==> config.mk <==
export PLATFORM = sky130hd
export DESIGN_NAME = integ_flat
export DESIGN_NICKNAME = d
export VERILOG_FILES = /design/src/rtl/ecg_filt_pkg.sv /design/src/rtl/integ_if.sv /design/src/rtl/integ_sat_add.sv /design/src/rtl/integ.sv /design/src/flat_wrapper.sv
export SDC_FILE = /design/constraint.sdc
export NUM_CORES = 1
export LEC_CHECK = 0
export ABC_AREA = 1
export BUFFER_PORTS_ARGS = -buffer_cell sky130_fd_sc_hd__buf_2
export CORE_ASPECT_RATIO = 0.6
export CORE_MARGIN = 1.5
export CORE_UTILIZATION = 45
export CTS_CLUSTER_SIZE = 16
export DETAILED_ROUTE_END_ITERATION = 10
export GPL_ROUTABILITY_DRIVEN = 0
export GPL_TIMING_DRIVEN = 0
export PLACE_DENSITY = 0.82
export SLEW_MARGIN = 15
export SYNTH_ARGS = -nofsm -noshare
export SYNTH_HDL_FRONTEND = slang
export SYNTH_SLANG_ARGS = --single-unit
==> constraint.sdc <==
create_clock -name clk -period 4 [get_ports clk]
set_input_delay 0.4 -clock clk [delete_from_list [all_inputs] [get_ports clk]]
set_output_delay 0.4 -clock clk [all_outputs]
set_load 0.005 [all_outputs]
==> src/rtl/ecg_filt_pkg.sv <==
// Shared ECG filter definitions: sample/difference widths, the offset-binary
// bias and the IDLE/RUN state encoding used by the differentiator and integ.
package ecg_filt_pkg;

    localparam int SAMPLE_W = 8;
    localparam int DIFF_W   = SAMPLE_W + 1;
    localparam int OFFSET   = 256;

    typedef enum logic {
        IDLE = 1'b0,
        RUN  = 1'b1
    } state_t;

endpackage

==> src/rtl/integ_if.sv <==
// Stream/control bundle for the integrator: seed and clear controls, input
// difference handshake, output sample handshake and the saturation flag.
interface integ_if #(
    parameter int SAMPLE_W = 8,
    parameter int DIFF_W   = SAMPLE_W + 1
);
    logic                clr;
    logic                seed_valid;
    logic [SAMPLE_W-1:0] seed_data;
    logic                in_valid;
    logic                in_ready;
    logic [DIFF_W-1:0]   d_in;
    logic                out_valid;
    logic                out_ready;
    logic [SAMPLE_W-1:0] d_out;
    logic                sat;

    modport master (
        output clr, seed_valid, seed_data, in_valid, d_in, out_ready,
        input  in_ready, out_valid, d_out, sat
    );

    modport slave (
        input  clr, seed_valid, seed_data, in_valid, d_in, out_ready,
        output in_ready, out_valid, d_out, sat
    );
endinterface

==> src/rtl/integ_sat_add.sv <==
// Combinational accumulate step: base + (diff - OFFSET) in DIFF_W+1 signed
// bits, clamped to the unsigned sample range, with a flag when clamping.
module sat_add import ecg_filt_pkg::*; #(
    parameter int SAMPLE_W = ecg_filt_pkg::SAMPLE_W,
    parameter int DIFF_W   = SAMPLE_W + 1
) (
    input  logic [SAMPLE_W-1:0] base,
    input  logic [DIFF_W-1:0]   diff,
    output logic [SAMPLE_W-1:0] sum,
    output logic                ovf
);
    localparam logic signed [DIFF_W:0] OFF_S = (DIFF_W+1)'(OFFSET);
    localparam logic signed [DIFF_W:0] MAX_S = (DIFF_W+1)'((1 << SAMPLE_W) - 1);

    logic signed [DIFF_W:0] full;

    // Full-width sum first, so no wrap can hide an out-of-range result.
    assign full = $signed({{(DIFF_W+1-SAMPLE_W){1'b0}}, base})
                + $signed({1'b0, diff})
                - OFF_S;

    // Clamp low on negative, high above the largest sample.
    always_comb begin
        sum = full[SAMPLE_W-1:0];
        ovf = 1'b0;
        if (full < 0) begin
            sum = '0;
            ovf = 1'b1;
        end else if (full > MAX_S) begin
            sum = '1;
            ovf = 1'b1;
        end
    end
endmodule

==> src/rtl/integ.sv <==
// Offset-binary integrator: rebuilds ECG samples from difference words with a
// one-deep output register, seed loading in IDLE and a sticky clamp flag.
module integ import ecg_filt_pkg::*; #(
    parameter int SAMPLE_W = ecg_filt_pkg::SAMPLE_W,
    parameter int DIFF_W   = SAMPLE_W + 1
) (
    input  logic  clk,
    input  logic  rst,
    integ_if.slave bus
);
    state_t              state, state_nx;
    logic [SAMPLE_W-1:0] acc;
    logic [SAMPLE_W-1:0] dout_q;
    logic                ovld_q;
    logic                sat_q;
    logic [SAMPLE_W-1:0] base;
    logic [SAMPLE_W-1:0] sum;
    logic                ovf;
    logic                in_fire;
    logic                seed_ld;

    // Accept whenever the output slot is empty or draining; clr blocks intake.
    assign bus.in_ready  = (!ovld_q || bus.out_ready) && !bus.clr;
    assign in_fire       = bus.in_valid && bus.in_ready;
    assign seed_ld       = (state == IDLE) && bus.seed_valid;

    // A same-cycle seed is applied before the difference is added.
    assign base          = seed_ld ? bus.seed_data : acc;

    assign bus.out_valid = ovld_q;
    assign bus.d_out     = dout_q;
    assign bus.sat       = sat_q;

    sat_add #(
        .SAMPLE_W (SAMPLE_W),
        .DIFF_W   (DIFF_W)
    ) u_sat_add (
        .base (base),
        .diff (bus.d_in),
        .sum  (sum),
        .ovf  (ovf)
    );

    // Next state: clr forces IDLE, the first accepted difference enters RUN.
    always_comb begin
        state_nx = state;
        if (bus.clr)
            state_nx = IDLE;
        else if (in_fire)
            state_nx = RUN;
    end

    // State register.
    always_ff @(posedge clk or negedge rst) begin
        if (!rst)
            state <= IDLE;
        else
            state <= state_nx;
    end

    // Accumulator, output register and sticky saturation flag.
    always_ff @(posedge clk or negedge rst) begin
        if (!rst) begin
            acc    <= '0;
            dout_q <= '0;
            ovld_q <= 1'b0;
            sat_q  <= 1'b0;
        end else if (bus.clr) begin
            acc    <= '0;
            dout_q <= '0;
            ovld_q <= 1'b0;
            sat_q  <= 1'b0;
        end else if (in_fire) begin
            acc    <= sum;
            dout_q <= sum;
            ovld_q <= 1'b1;
            sat_q  <= sat_q | ovf;
        end else begin
            if (bus.out_ready)
                ovld_q <= 1'b0;
            if (seed_ld)
                acc <= bus.seed_data;
        end
    end
endmodule

==> src/flat_wrapper.sv <==
// flat-port wrapper written by rule: the top's interface ports become plain ports
module integ_flat import ecg_filt_pkg::*;
#(
    parameter int SAMPLE_W = ecg_filt_pkg::SAMPLE_W,
    parameter int DIFF_W   = SAMPLE_W + 1
)
  (clk, rst, bus_clr, bus_seed_valid, bus_seed_data, bus_in_valid, bus_d_in, bus_out_ready, bus_in_ready, bus_out_valid, bus_d_out, bus_sat);
  integ_if #(.SAMPLE_W(SAMPLE_W), .DIFF_W(DIFF_W)) bus_i ();
  input  logic clk;
  input  logic rst;
  input wire logic [$bits(bus_i.clr)-1:0] bus_clr;
  input wire logic [$bits(bus_i.seed_valid)-1:0] bus_seed_valid;
  input wire logic [$bits(bus_i.seed_data)-1:0] bus_seed_data;
  input wire logic [$bits(bus_i.in_valid)-1:0] bus_in_valid;
  input wire logic [$bits(bus_i.d_in)-1:0] bus_d_in;
  input wire logic [$bits(bus_i.out_ready)-1:0] bus_out_ready;
  output wire logic [$bits(bus_i.in_ready)-1:0] bus_in_ready;
  output wire logic [$bits(bus_i.out_valid)-1:0] bus_out_valid;
  output wire logic [$bits(bus_i.d_out)-1:0] bus_d_out;
  output wire logic [$bits(bus_i.sat)-1:0] bus_sat;
  assign bus_i.clr = bus_clr;
  assign bus_i.seed_valid = bus_seed_valid;
  assign bus_i.seed_data = bus_seed_data;
  assign bus_i.in_valid = bus_in_valid;
  assign bus_i.d_in = bus_d_in;
  assign bus_i.out_ready = bus_out_ready;
  assign bus_in_ready = bus_i.in_ready;
  assign bus_out_valid = bus_i.out_valid;
  assign bus_d_out = bus_i.d_out;
  assign bus_sat = bus_i.sat;
  integ #(.SAMPLE_W(SAMPLE_W), .DIFF_W(DIFF_W)) u_core (.clk(clk), .rst(rst), .bus(bus_i));
endmodule
==> qor.txt <==
status = finished, final reports clean
DP Wirelength = 2350 µm
post_cts resized = 0
Most used DFF post-synth = dfrtp_1
WL final = 2800 µm
I/O Buffers = 33
die height = 44.8 µm
Multi-input gate area = 761 µm²
Post-CTS Setup Bufs = 0
sequential group share of total power = 38.7%
die footprint = 3250 µm²
Clock Latency Late Sink = 0.25 ns
layout cells sized above 1 = 28.2%
clock root cell = clkbuf_8
P_int = 387 µW
worst-path fanout max = 8
Lkg Pwr = 0.943 nW
dpl ws = 1.19 ns
share of Yosys cell area claimed by the top area cell type = 36.3%
Routed met3 length = 183 µm
final hold vios = 0
uppermost routed layer = met4
CTS Buffer Depth = 2
crit path DAT = 2.83 ns
Num Clock Sinks = 19
Tot Pwr = 591 µW
chip width = 72.6 µm
Num CTS Buffers = 3
register area = 475 µm²
Psw = 204 µW
Clock Power Share = 21.7%
relative slew slack = 71.6%
post-synthesis cell type count = 22
CP delay by family, top = simple AND/OR/NAND/NOR gates
CTS tree = yes
drt wl/cell = 11.6 µm
DRT antenna net count = 0
nets@finish = 243
synthesized area = 1310 µm²
met1 wire length = 1380 µm
largest net degree at the start of global routing = 20
initial antenna violation count = 0
worst min-delay path class = input port to asynchronous set/reset pin
most frequent cell after synthesis = nand2_1
unrepaired setup endpoints after global routing = no
combinational share of power = 39.6%
CP cell instances = inv_1, nand2_1, mux2_2, ha_1, fa_1, nand3_1, nand3_2, nand2_1, nand2_2, nand2_1, nand2_1, o21ai_2, nand2_1
EDFF count, synth = 0
Core Box Area = 2630 µm²
first-pass GRT wire length = 4710 µm
minimum clock period = 2.69 ns
Worst path most repeated cell = nand2_1
Pins Over Slew Limit = 0
Crit path required time = 4.14 ns
area leader, netlist = dfrtp_1
Avg Vias per Cell = 4.89
synth top area cells = dfrtp_1, nand2_1, ha_1
Power Dens Cells = 379 nW/µm²
DRC errors left = 0
# rows = 14
switching power share of the total = 34.6%
Initial Utilization = 49.8%
Area growth, synth to finish = 19.1%
WL met2 = 1230 µm
# IOs = 34
# hold bufs at CTS = 0
Syn Area/Cell = 7.61 µm²
Mapped Cells = 172
max cap viols = 0
CP Launch Type = flip-flop
Crit Path Category = flip-flop to flip-flop
crit share post-route = 67.3%
Final WS setup = 1.31 ns
Synthesis Warnings = 0
Async SR Flop Fraction = 100%
Vias = 1178
syn nets = 205
H-Tree Depth = 1
setup TNS = 0 ns
Final Skew = 0.00175 ns
Worst-path clk slew = 0.07 ns
commonest cells in the netlist = nand2_1, dfrtp_1, inv_1, ha_1
Seq/Total Area, Yosys = 36.3%
global-route usage over all layers = 19.4%
worst-margin pin slew = 0.426 ns
fillers = 254
vias in the first global route = 1053
Setup Viol. Count Final = 0
Peak supply drop = 0.178 mV
antenna cells = 0
Initial DRC Count = 71
fmax = 0.371 GHz
first-pass iteration count of the detailed router = 4
CP max-delay cell = fa_1
Worst setup EP type = flip-flop
Yosys reg bits = 19
crit-path max cell delay = 0.42 ns
CP bufs+invs = 1
total grt overflow = 0
[state kept, by name, indices dropped and copies added, names as in the netlist]
name                  flops
u_core.acc                8
u_core.bus.d_out          8
u_core.bus.out_valid      1
u_core.bus.sat            1
u_core.state              1
[power by group through the flow]
stage	registers, mW	clock network [mW]	logic, mW
6_report	0.229	0.128	0.234
5_1_grt	0.232	0.140	0.268
4_1_cts	0.229	0.131	0.235
3_3_place_gp	0.231	0	0.229
2_1_floorplan	0.232	0	0.169
3_5_place_dp	0.232	0	0.234
[final cells by class]
class,count,area share (%)
buffer,1,0.482
clock buffer,4,2.89
inverter,16,4.17
multi-input combinational,136,48.8
sequential,19,30.5
tap,32,2.57
timing repair buffer,33,10.6
[stage by stage]
stage          cell area (µm²)  std cells  util [%]  hold WS, ns
2_1_floorplan             1310        172         -        0.104
3_3_place_gp              1510        237      57.6        0.347
3_5_place_dp              1510        237      57.6        0.355
4_1_cts                   1560        241      59.3       0.0846
5_1_grt                   1560        241      59.3        0.107
6_report                  1560        241      59.3       0.0803
[final timing paths]
kind	slack (ns)	depth (start not counted)	end	start
setup / recovery	1.31	13	u_core.acc[1]	u_core.state
hold / removal	0.08	1	u_core.acc[6]	rst
setup reg to reg	1.31	13	u_core.acc[1]	u_core.state
hold reg to reg	0.48	2	u_core.bus.d_out[0]	u_core.bus.d_out[0]
max in group asynchronous	3.62	1	u_core.acc[3]	rst
min in group clk	0.40	3	u_core.bus.out_valid	bus_in_valid
[kinds of logic after synthesis]
group / after synthesis / synth area share (%)
compound gates: 7 / 3.82
mux: 8 / 6.88
buf+inv: 17 / 5.54
flops: 19 / 36.3
fa+ha+maj: 10 / 10.1
simple gates: 108 / 35.3
xor+xnor: 3 / 2.01
[cell usage in the layout, fill, tap and decap left out]
cell type and n:
nand2_1 82, buf_2 33, dfrtp_1 19, inv_1 14, ha_1 9, mux2_2 8, nand3_1 8, nor2_1 7
nand3_2 3, xnor2_1 3, clkbuf_8 3, nor2_2 2, a21oi_2 2, nand2_2 2, nand3b_1 2, o21ai_2 2
o21ai_0 2, a21oi_1 1, nand4_1 1, inv_2 1, clkinv_4 1, nor2_4 1, buf_4 1, fa_1 1
clkbuf_1 1
[layer usage]
| layer | track usage (%) | vias to the layer above |
|---|---|---|
| met4 | 2.26 | 0 |
| met5 | 0 | - |
| met3 | 4.24 | 2 |
| met2 | 33.2 | 39 |
| met1 | 26.6 | 524 |
| li1 | - | 613 |
Power figures use the tool's default switching activity.
